==> config.mk <==
export PLATFORM = sky130hd
export DESIGN_NAME = mul_seq_core
export DESIGN_NICKNAME = d
export VERILOG_FILES = /design/src/rtl/mul_seq_core.sv
export SDC_FILE = /design/constraint.sdc
export NUM_CORES = 1
export LEC_CHECK = 0
export BUFFER_PORTS_ARGS = -buffer_cell sky130_fd_sc_hd__buf_4
export CORE_MARGIN = 3
export CORE_UTILIZATION = 61
export CTS_CLUSTER_DIAMETER = 60
export DETAILED_ROUTE_END_ITERATION = 7
export PLACE_DENSITY = 0.87
export RECOVER_POWER = 25
export SLEW_MARGIN = 20
export SYNTH_ARGS = -nofsm -noshare
export SYNTH_HDL_FRONTEND = slang
export SYNTH_SLANG_ARGS = --single-unit
==> constraint.sdc <==
create_clock -name clk -period 6.5 [get_ports clk]
set_clock_uncertainty 0.1 [all_clocks]
set_input_delay 0.325 -clock clk [delete_from_list [all_inputs] [get_ports clk]]
set_output_delay 0.325 -clock clk [all_outputs]
set_load 0.02 [all_outputs]
==> src/rtl/mul_seq_core.sv <==
// Sequential shift-add multiplier: one add/shift step per clock for WIDTH steps, then a done pulse.
// Optional build macro MUL_SIGNED_EN selects radix-2 Booth (two's complement) instead of unsigned shift-add.
module mul_seq_core #(
   parameter int WIDTH = 32
) (
   input  logic                 clk,
   input  logic                 rst_n,
   input  logic                 start,
   input  logic [WIDTH-1:0]     multiplicand,
   input  logic [WIDTH-1:0]     multiplier,
   output logic                 busy,
   output logic                 done,
   output logic [2*WIDTH-1:0]   product
);

   localparam int CW = $clog2(WIDTH) + 1;

   typedef enum logic [1:0] {
      IDLE = 2'd0,
      CALC = 2'd1,
      DONE = 2'd2
   } state_t;

   state_t             state;
   state_t             state_next;
   logic [CW-1:0]      count;
   logic [WIDTH-1:0]   m_reg;
   logic [2*WIDTH:0]   acc;
   logic [2*WIDTH:0]   acc_next;
   logic               last_step;
   logic               load;

   assign last_step = (count == CW'(WIDTH - 1));

   always_ff @(posedge clk or negedge rst_n) begin
      if (!rst_n) begin
         state <= IDLE;
      end else begin
         state <= state_next;
      end
   end

   // Start is only honoured from IDLE or DONE; a start during CALC is dropped.
   always_comb begin
      state_next = state;
      busy       = 1'b0;
      done       = 1'b0;
      load       = 1'b0;
      case (state)
         IDLE: begin
            if (start) begin
               load       = 1'b1;
               state_next = CALC;
            end
         end
         CALC: begin
            busy = 1'b1;
            if (last_step) begin
               state_next = DONE;
            end
         end
         DONE: begin
            done = 1'b1;
            if (start) begin
               load       = 1'b1;
               state_next = CALC;
            end else begin
               state_next = IDLE;
            end
         end
         default: begin
            state_next = IDLE;
         end
      endcase
   end

`ifdef MUL_SIGNED_EN
   logic             q;
   logic [WIDTH:0]   upper;
   logic [WIDTH:0]   m_ext;

   // Booth pair {A[0], q}: 01 adds M, 10 subtracts M; the shift is arithmetic.
   always_comb begin
      m_ext = {m_reg[WIDTH-1], m_reg};
      upper = acc[2*WIDTH:WIDTH];
      case ({acc[0], q})
         2'b01:   upper = acc[2*WIDTH:WIDTH] + m_ext;
         2'b10:   upper = acc[2*WIDTH:WIDTH] - m_ext;
         default: upper = acc[2*WIDTH:WIDTH];
      endcase
      acc_next = {upper[WIDTH], upper, acc[WIDTH-1:1]};
   end
`else
   logic [WIDTH:0]   upper;

   always_comb begin
      upper = acc[2*WIDTH:WIDTH];
      if (acc[0]) begin
         upper = acc[2*WIDTH:WIDTH] + {1'b0, m_reg};
      end
      acc_next = {1'b0, upper, acc[WIDTH-1:1]};
   end
`endif

   // Product is written only on the final step so partial sums never leak out.
   always_ff @(posedge clk or negedge rst_n) begin
      if (!rst_n) begin
         count   <= '0;
         m_reg   <= '0;
         acc     <= '0;
         product <= '0;
`ifdef MUL_SIGNED_EN
         q       <= 1'b0;
`endif
      end else if (load) begin
         count   <= '0;
         m_reg   <= multiplicand;
         acc     <= {{(WIDTH+1){1'b0}}, multiplier};
`ifdef MUL_SIGNED_EN
         q       <= 1'b0;
`endif
      end else if (state == CALC) begin
         count <= count + CW'(1);
         acc   <= acc_next;
`ifdef MUL_SIGNED_EN
         q     <= acc[0];
`endif
         if (last_step) begin
            product <= acc_next[2*WIDTH-1:0];
         end
      end
   end

endmodule

After elaboration in Yosys (flattened, before gate mapping)
Index checks and enable logic that the tools add are counted.

Flip-flop bits (word level): 169. Input port bits: 67. Logic and storage cells: 31.

$add $sub $neg: 2. Eq/ne operators: 5. Mux-type cells: 13. Bitwise logic cells: 1. Reductions and logical operators: 5.

Operator list (count): 65-bit two-way mux (2); 33-bit by 32-bit adder with 33-bit output (1); 33-bit two-way mux (1); 6-bit two-way mux (2); 6-bit by 1-bit adder with 6-bit output, second input constant (1); 6-bit by 5-bit equality test with 1-bit output, second input constant (1); 2-bit case mux with 3 select lines (1); 1-bit two-way mux (5); 2-bit two-way mux (2); 2-bit != test, second input constant (2); 3-bit AND reduction (1); 2-bit by 1-bit equality test with 1-bit output, second input constant (1); 2-bit equality test, second input constant (1); 2-bit zero test (1); 2-bit AND reduction (1); 2-bit nonzero test (1); 2-bit OR reduction (1); 1-bit inverter (1).

Depth between registers and ports, before layout
Gate-level depths: netlist (run 1).

Word-level depth: 5. Mapped depth: 10. Depth with buffers taken out: 10.

Worst setup path after synthesis (run 1)
OpenSTA, ideal clock, no wires.

Path kind: reg2reg. Start: register m_reg[0]. End: register acc[61]. Setup time: 0.132 ns. Data arrival time: 2.497 ns. Required time: 6.268 ns. Path slack: 3.772 ns. Stages on the path, launching flop included: 11. Buffers on the path: 0. Clock period less this slack: 2.728 ns. Path through: dfrtp_1 -> ha_1 -> fa_1 -> a21o_1 -> a221oi_4 -> nand3b_1 -> a21oi_2 -> o21a_1 -> nor3_4 -> nand4b_1 -> or3b_1.

Word-level cells in the longest chain between the ends: 4.

RTL lines: start: declaration (line 27) `logic [WIDTH-1:0] m_reg;`; start signal: assignment (line 117) `m_reg <= multiplicand;`; 33-bit by 32-bit adder with 33-bit output (line 99) `upper = acc[2*WIDTH:WIDTH] + {1'b0, m_reg};`; 33-bit two-way mux (line 98) `if (acc[0]) begin`; 65-bit two-way mux (line 122) `end else if (state == CALC) begin`; 65-bit two-way mux (line 115) `end else if (load) begin`; end signal: assignment (line 118) `acc <= {{(WIDTH+1){1'b0}}, multiplier};`; end signal: assignment (line 124) `acc <= acc_next;`; end: declaration (line 28) `logic [2*WIDTH:0] acc;`.

Every way passes these cells. The select of a mux whose other input is x is not followed. A chain may end at the register's enable or synchronous reset.

Worst setup path after layout (run 1)
Start: register m_reg[0]. End: register acc[51].

Same word-level chain as after synthesis.

==> results of run 1 <==
-- per-layer routing --
metal | vias to the layer above | track usage (%) | wire (um)
met4 | 0 | 9.06 | 463
met3 | 45 | 7.12 | 1650
met1 | 3810 | 37.3 | 9170
li1 | 3666 | - | -
met5 | - | 0 | 0
met2 | 340 | 49.4 | 11300
-- synth_stat cells (all sizes together) (12+ instances only) --
cell type	n	area share [%]
nor2	51	2.2
mux2i	23	2.7
o21ai	78	4.5
nor3	12	0.82
inv	13	0.56
a22oi	15	1.3
buf	15	0.69
nand3	15	0.87
a21o	15	1.3
ha	33	4.8
nand2	328	14
xnor2	13	1.3
a21oi	49	2.9
a31oi	25	1.8
dfrtp	168	49
clkbuf	44	1.9
xor2	13	1.3
-- critical path, cell delays in order, from the launching register on --
cell      delay, ps
dfrtp_1         380
ha_1            230
fa_1            430
a21o_1          240
a221oi_4        360
nor3_1          110
o31ai_1         460
o21ai_0         200
xor2_1          170
mux2i_1         170
o21ai_0         100
-- how the worst min path moves through the flow --
stage,endpoint,cells past startpoint
after CTS,m_reg[6]$_DFFE_PN0P_,3
after global placement,m_reg[23]$_DFFE_PN0P_,1
after detailed placement,m_reg[24]$_DFFE_PN0P_,1
after floorplan,acc[0]$_DFFE_PN0P_,0
after global routing,acc[27]$_DFFE_PN0P_,3
final,m_reg[6]$_DFFE_PN0P_,3
-- final cells by class --
cell class	instances	share of cell area, %
inverter	13	0.463
clock inverter	6	0.391
clock buffer	25	4.60
multi-input combinational	761	39.9
tap	176	2.09
sequential	168	39.9
timing repair buffer	170	12.7
-- per-stage QoR --
step / cells / hold WS, ps / util [%]
global placement: 1257 / 356 / 71.8
floorplan: 1001 / -70.6 / -
finish: 1319 / 8.38 / 77.8
CTS: 1319 / 0.0409 / 78.0
detailed placement: 1257 / 366 / 71.8
global route: 1319 / 20.0 / 77.8
-- repair_timing --
item / 4_1_cts / 5_1_grt
hold endpoints to repair: 125 / 0
resized for setup: 0 / 0
hold buffers: 31 / 0
-- placed cells by master (no fill, tap or decap), types with 3 or more instances in the layout --
cell / instances
nand2_1: 327
dfrtp_1: 167
buf_4: 133
o21ai_0: 78
nor2_1: 50
a21oi_1: 47
ha_1: 33
dlygate4sd3_1: 31
a31oi_1: 25
mux2i_1: 23
clkbuf_16: 17
nand3_1: 15
a21o_1: 15
a22oi_1: 15
xor2_1: 13
xnor2_1: 13
inv_1: 12
nor3_1: 11
clkbuf_1: 10
nand4_1: 8
nor3b_1: 8
nor2b_1: 6
nand2b_1: 6
o211ai_1: 5
o31ai_1: 5
a22o_1: 4
o21bai_1: 4
o21a_1: 4
and2_1: 3
and3_1: 3
nand3b_1: 3
or3_1: 3
clkbuf_8: 3
clkinv_2: 3
-- where the power goes --
part,internal (W),switching [W]
combinational,0.00130,0.00197
clock,0.000518,0.000408
sequential,0.00153,0.000368
total,0.00336,0.00274
-- kinds of logic (layout without fill, tap and decap cells) --
family,Yosys count,after routing,share of synthesized area (%)
XOR/XNOR,26,26,2.63
multiplexers,24,24,2.79
buffers and inverters,72,214,3.18
AO/OA/AOI/OAI,222,222,16.0
adder cells (fa/ha/maj),34,34,5.00
AND/OR/NAND/NOR,455,455,21.9
flip-flops,168,168,48.5
==> flow_metrics.env, run 1 <==
export IMPL_total_power_w=0.00610
export IMPL_post_cts_setup_buffer_count=0
export IMPL_critPathLaunch="m_reg[0]$_DFFE_PN0P_"
export IMPL_hold_wc_path_type="in -> reg"
export IMPL_num_nets_final=1232
export IMPL_synth_area_mm2=0.00867
export IMPL_power_density_mw_per_mm2=578
export IMPL_number_of_cells_on_the_worst_reg_to_reg_path=10
export IMPL_cp_end_kind="flop"
export IMPL_route_final_wire_length_mm=22.5
export IMPL_synthesis_nets=1102
export IMPL_remaining_drc_errors=0
export IMPL_finalMaxSlewViolations=0
export IMPL_fp_coreArea_mm2=0.0136
export IMPL_clock_tree_htree_level_count=4
export IMPL_cts_path_max_buffers=2
export IMPL_postSynthRegisterBits=168
export IMPL_synth_warning_count=0
export IMPL_die_h_um=125
export IMPL_postRouteAntennaNets=0
export IMPL_cp_required_ps=6680
export IMPL_top_level_ports=133
export IMPL_worst_skew_pair_late_latency_ps=430
export IMPL_design_die_area_mm2=0.0157
export IMPL_critPathArrivalTime_ps=3270
export IMPL_port_buffer_count=132
export IMPL_final_setup_viol_count=0
export IMPL_via_count_of_the_first_global_routing_pass=7930
export IMPL_timing_setup_tns_ps=0
export IMPL_worstMarginPinSlew_ps=1100
export IMPL_type_of_the_worst_setup_path="reg -> reg"
export IMPL_number_of_clock_buffers_inserted_by_tritoncts=17
export IMPL_critPathMaxFanout=6
export IMPL_finish_instance_area_mm2=0.0106
export IMPL_period_share_pct=47.5
export IMPL_holdCritStartpoint="multiplicand[6]"
export IMPL_grtUsageTotal_pct=29.2
export IMPL_synth_seq_area_share_pct=48.5
export IMPL_synthesized_instance_count=1001
export IMPL_die_x_um=125
export IMPL_cellLeakagePower_nw=5.28
export IMPL_async_reset_ff_share_pct=100
export IMPL_timing_max_cap_violations=0
export IMPL_synth_edff_count=0
export IMPL_viasPerCell=5.96
export IMPL_fillers=944
export IMPL_max_clock_freq_mhz=324
export IMPL_timing_rr_end="acc[51]$_DFFE_PN0P_"
export IMPL_antenna_cells_inserted=0
export IMPL_timing_critical_path_from_type="flop"
export IMPL_detailedPlacementHpwl_mm=14.2
export IMPL_grt_remaining_overflow=0
export IMPL_cell_chosen_for_the_clock_root="clkbuf_16"
export IMPL_largest_net_degree_at_the_start_of_global_routing=97
export IMPL_finalHoldViolCount=0
export IMPL_gpl_final_weighted_congestion=0.955
export IMPL_number_of_sinks_on_the_clock_net=168
export IMPL_drt_first_pass_iters=7
export IMPL_timing_max_slew_rel_slack_pct=26.4
export IMPL_clk_transition_reported_paths_ps=60
export IMPL_grt_pass1_wl_mm=37.6
export IMPL_reg2reg_slack_ps=3410
export IMPL_crit_path_end="acc[51]$_DFFE_PN0P_"
export IMPL_initial_antenna_violation_count=0
export IMPL_post_synth_cell_area_avg_um2=8.66
export IMPL_rows=42
export IMPL_wl_per_cell_um=17.1
export IMPL_post_synth_num_cell_types=56
export IMPL_proportion_of_layout_cells_with_a_drive_suffix_above_1_pct=15.6
export IMPL_ir_worst_vdd_uv=303
export IMPL_seq_area_mm2=0.00421
export IMPL_detailed_place_area_mm2=0.00973
export IMPL_initial_standard_cell_utilization_of_the_core_pct=63.9
export IMPL_r2r_start="m_reg[0]$_DFFE_PN0P_"
export IMPL_ys_flop_type="dfrtp_1"
export IMPL_cts_tree="built"
export IMPL_rsz0062_at_grt="no"
export IMPL_syn_to_final_growth_pct=21.7
export IMPL_area_of_the_multi_input_gates_mm2=0.00421
export IMPL_run_status="finished, final reports clean"
export IMPL_placement_setup_worst_slack_ps=3420
export IMPL_via_count=7861
export IMPL_post_route_min_period_ps=3090
export IMPL_worst_slack_ps=3410
export IMPL_initialDrtViolationCount=928
No activity file was read; power rests on OpenSTA's default activity.
==> run 2: changes to the inputs <==
--- a/config.mk
+++ b/config.mk
@@ -7,10 +7,10 @@
 export LEC_CHECK = 0
 export BUFFER_PORTS_ARGS = -buffer_cell sky130_fd_sc_hd__buf_4
 export CORE_MARGIN = 3
-export CORE_UTILIZATION = 61
+export CORE_UTILIZATION = 57
 export CTS_CLUSTER_DIAMETER = 60
 export DETAILED_ROUTE_END_ITERATION = 7
-export PLACE_DENSITY = 0.87
+export PLACE_DENSITY = 0.82
 export RECOVER_POWER = 25
 export SLEW_MARGIN = 20
 export SYNTH_ARGS = -nofsm -noshare
==> constraint.sdc (replaced) <==
create_clock -name clk -period 3.08 [get_ports clk]
set_clock_uncertainty 0.1 [all_clocks]
set_input_delay 0.154 -clock clk [delete_from_list [all_inputs] [get_ports clk]]
set_output_delay 0.154 -clock clk [all_outputs]
set_load 0.02 [all_outputs]
==> flow_metrics.env, run 2 (synthesis results as in run 1) <==
export IMPL_ir_worst_vdd_uv=683
export IMPL_wl_per_cell_um=16.9
export IMPL_cp_required_ps=3300
export IMPL_fillers=1032
export IMPL_proportion_of_layout_cells_with_a_drive_suffix_above_1_pct=16.7
export IMPL_clk_transition_reported_paths_ps=70
export IMPL_rows=44
export IMPL_final_cell_count_no_fill=1374
export IMPL_cell_chosen_for_the_clock_root="clkbuf_16"
export IMPL_worst_skew_pair_late_latency_ps=450
export IMPL_critPathArrivalTime_ps=3160
export IMPL_finalMaxSlewViolations=0
export IMPL_worstMarginPinSlew_ps=1410
export IMPL_cellLeakagePower_nw=5.52
export IMPL_drt_first_pass_iters=5
export IMPL_detailedPlacementHpwl_mm=14.7
export IMPL_port_buffer_count=132
export IMPL_die_x_um=129
export IMPL_design_die_area_mm2=0.0167
export IMPL_grt_remaining_overflow=0
export IMPL_hold_wc_path_type="in -> reg"
export IMPL_cts_path_max_buffers=2
export IMPL_largest_net_degree_at_the_start_of_global_routing=65
export IMPL_finalCoreUtilization_pct=75.4
export IMPL_number_of_cells_on_the_worst_reg_to_reg_path=10
export IMPL_timing_max_cap_violations=0
export IMPL_power_density_mw_per_mm2=1200
export IMPL_final_setup_viol_count=0
export IMPL_viasPerCell=5.78
export IMPL_initialDrtViolationCount=594
export IMPL_timing_critical_path_from_type="flop"
export IMPL_fp_coreArea_mm2=0.0147
export IMPL_mostFrequentLayoutCell="nand2_1"
export IMPL_number_of_sinks_on_the_clock_net=168
export IMPL_num_nets_final=1277
export IMPL_timing_max_slew_rel_slack_pct=5.83
export IMPL_via_count=7948
export IMPL_cp_end_kind="flop"
export IMPL_initial_antenna_violation_count=0
export IMPL_die_h_um=129
export IMPL_initial_standard_cell_utilization_of_the_core_pct=59.0
export IMPL_post_route_min_period_ps=2940
export IMPL_postRouteAntennaNets=0
export IMPL_holdCritStartpoint="start"
export IMPL_route_final_wire_length_mm=23.3
export IMPL_rsz0062_at_grt="yes"
export IMPL_via_count_of_the_first_global_routing_pass=7673
export IMPL_cts_tree="built"
export IMPL_top_level_ports=133
export IMPL_syn_to_final_growth_pct=27.9
export IMPL_finalHoldViolCount=0
export IMPL_gpl_final_weighted_congestion=0.932
export IMPL_hold_path_end="acc[61]$_DFFE_PN0P_"
export IMPL_remaining_drc_errors=0
export IMPL_clock_tree_htree_level_count=4
export IMPL_grt_pass1_wl_mm=37.8
export IMPL_run_status="finished, final reports clean"
export IMPL_dp_cells=1274
export IMPL_number_of_clock_buffers_inserted_by_tritoncts=17
export IMPL_critPathMaxFanout=5
export IMPL_max_clock_freq_mhz=340
export IMPL_timing_rr_end="acc[61]$_DFFE_PN0P_"
export IMPL_reg2reg_slack_ps=140
export IMPL_r2r_start="acc[32]$_DFFE_PN0P_"
export IMPL_mostFrequentLayoutCells="nand2_1 (327), dfrtp_1 (167), buf_4 (147), o21ai_0 (78), dlygate4sd3_1 (65)"
export IMPL_period_share_pct=95.6
export IMPL_grtUsageTotal_pct=28.3
export IMPL_worst_hold_stages=5
export IMPL_finalHoldWorstSlack_ps=74.6
export IMPL_type_of_the_worst_setup_path="reg -> reg"
[run 2: layout make-up]
cell class / count / area (um^2) / area share (%)
diodes: 1 / 2.50 / 0.0226
clock buffers: 20 / 447 / 4.03
clock inverters: 12 / 168 / 1.51
inverters: 13 / 48.8 / 0.440
multi-input cells: 761 / 4220 / 38.0
flip-flops and latches: 168 / 4210 / 37.9
well taps: 184 / 230 / 2.08
repair buffers: 215 / 1770 / 16.0
[run 2: per-stage QoR]
stage / TNS [ps] / power, W / instance area, um^2 / worst slack [ps]
after floorplan: 0 / 0.00883 / 8670 / 352
after global placement: 0 / 0.0107 / 9820 / 181
after detailed placement: 0 / 0.0108 / 9820 / 113
after CTS: 0 / 0.0132 / 11100 / 87.4
after global routing: -37.9 / 0.0143 / 11100 / -37.9
final: 0 / 0.0133 / 11100 / 136
[run 2: repair_timing]
item	in CTS	in global routing
endpoints found under the setup margin	0	11
hold buffers	65	0
hold endpoints to repair	118	0
resized for setup	0	1
buffers inserted	0	2
[run 2: metal layers]
metal | part of all wire, % | GRT usage, % | wire, um
met5 | 0 | 0 | 0
met4 | 2.5 | 10.6 | 578
met3 | 4.8 | 5.32 | 1110
met2 | 48 | 46.0 | 11200
met1 | 44 | 38.2 | 10300
[run 2: worst max-delay path by stage]
stage | start | endpoint | slack [ps] | depth (start not counted)
3_5_place_dp | acc[32]$_DFFE_PN0P_ | acc[61]$_DFFE_PN0P_ | 110 | 10
3_3_place_gp | m_reg[0]$_DFFE_PN0P_ | acc[61]$_DFFE_PN0P_ | 180 | 10
2_1_floorplan | m_reg[0]$_DFFE_PN0P_ | acc[61]$_DFFE_PN0P_ | 350 | 10
4_1_cts | acc[32]$_DFFE_PN0P_ | acc[61]$_DFFE_PN0P_ | 90 | 10
6_report | acc[32]$_DFFE_PN0P_ | acc[61]$_DFFE_PN0P_ | 140 | 10
5_1_grt | acc[32]$_DFFE_PN0P_ | acc[61]$_DFFE_PN0P_ | -40 | 10
[run 2: where the power goes]
part	internal, W	total (W)	switching [W]
sequential	0.00324	0.00408	0.000840
combinational	0.00288	0.00701	0.00413
clock	0.00131	0.00226	0.000948
[run 2: critical path: stages, from the launching register on]
cell and delay, ps:
dfrtp_1 400, ha_1 220, fa_1 400, a21o_1 240
a221oi_4 340, nand3b_1 170, a21oi_2 240, o21a_1 210
nor3_4 60, nand4b_1 90, or3b_1 340
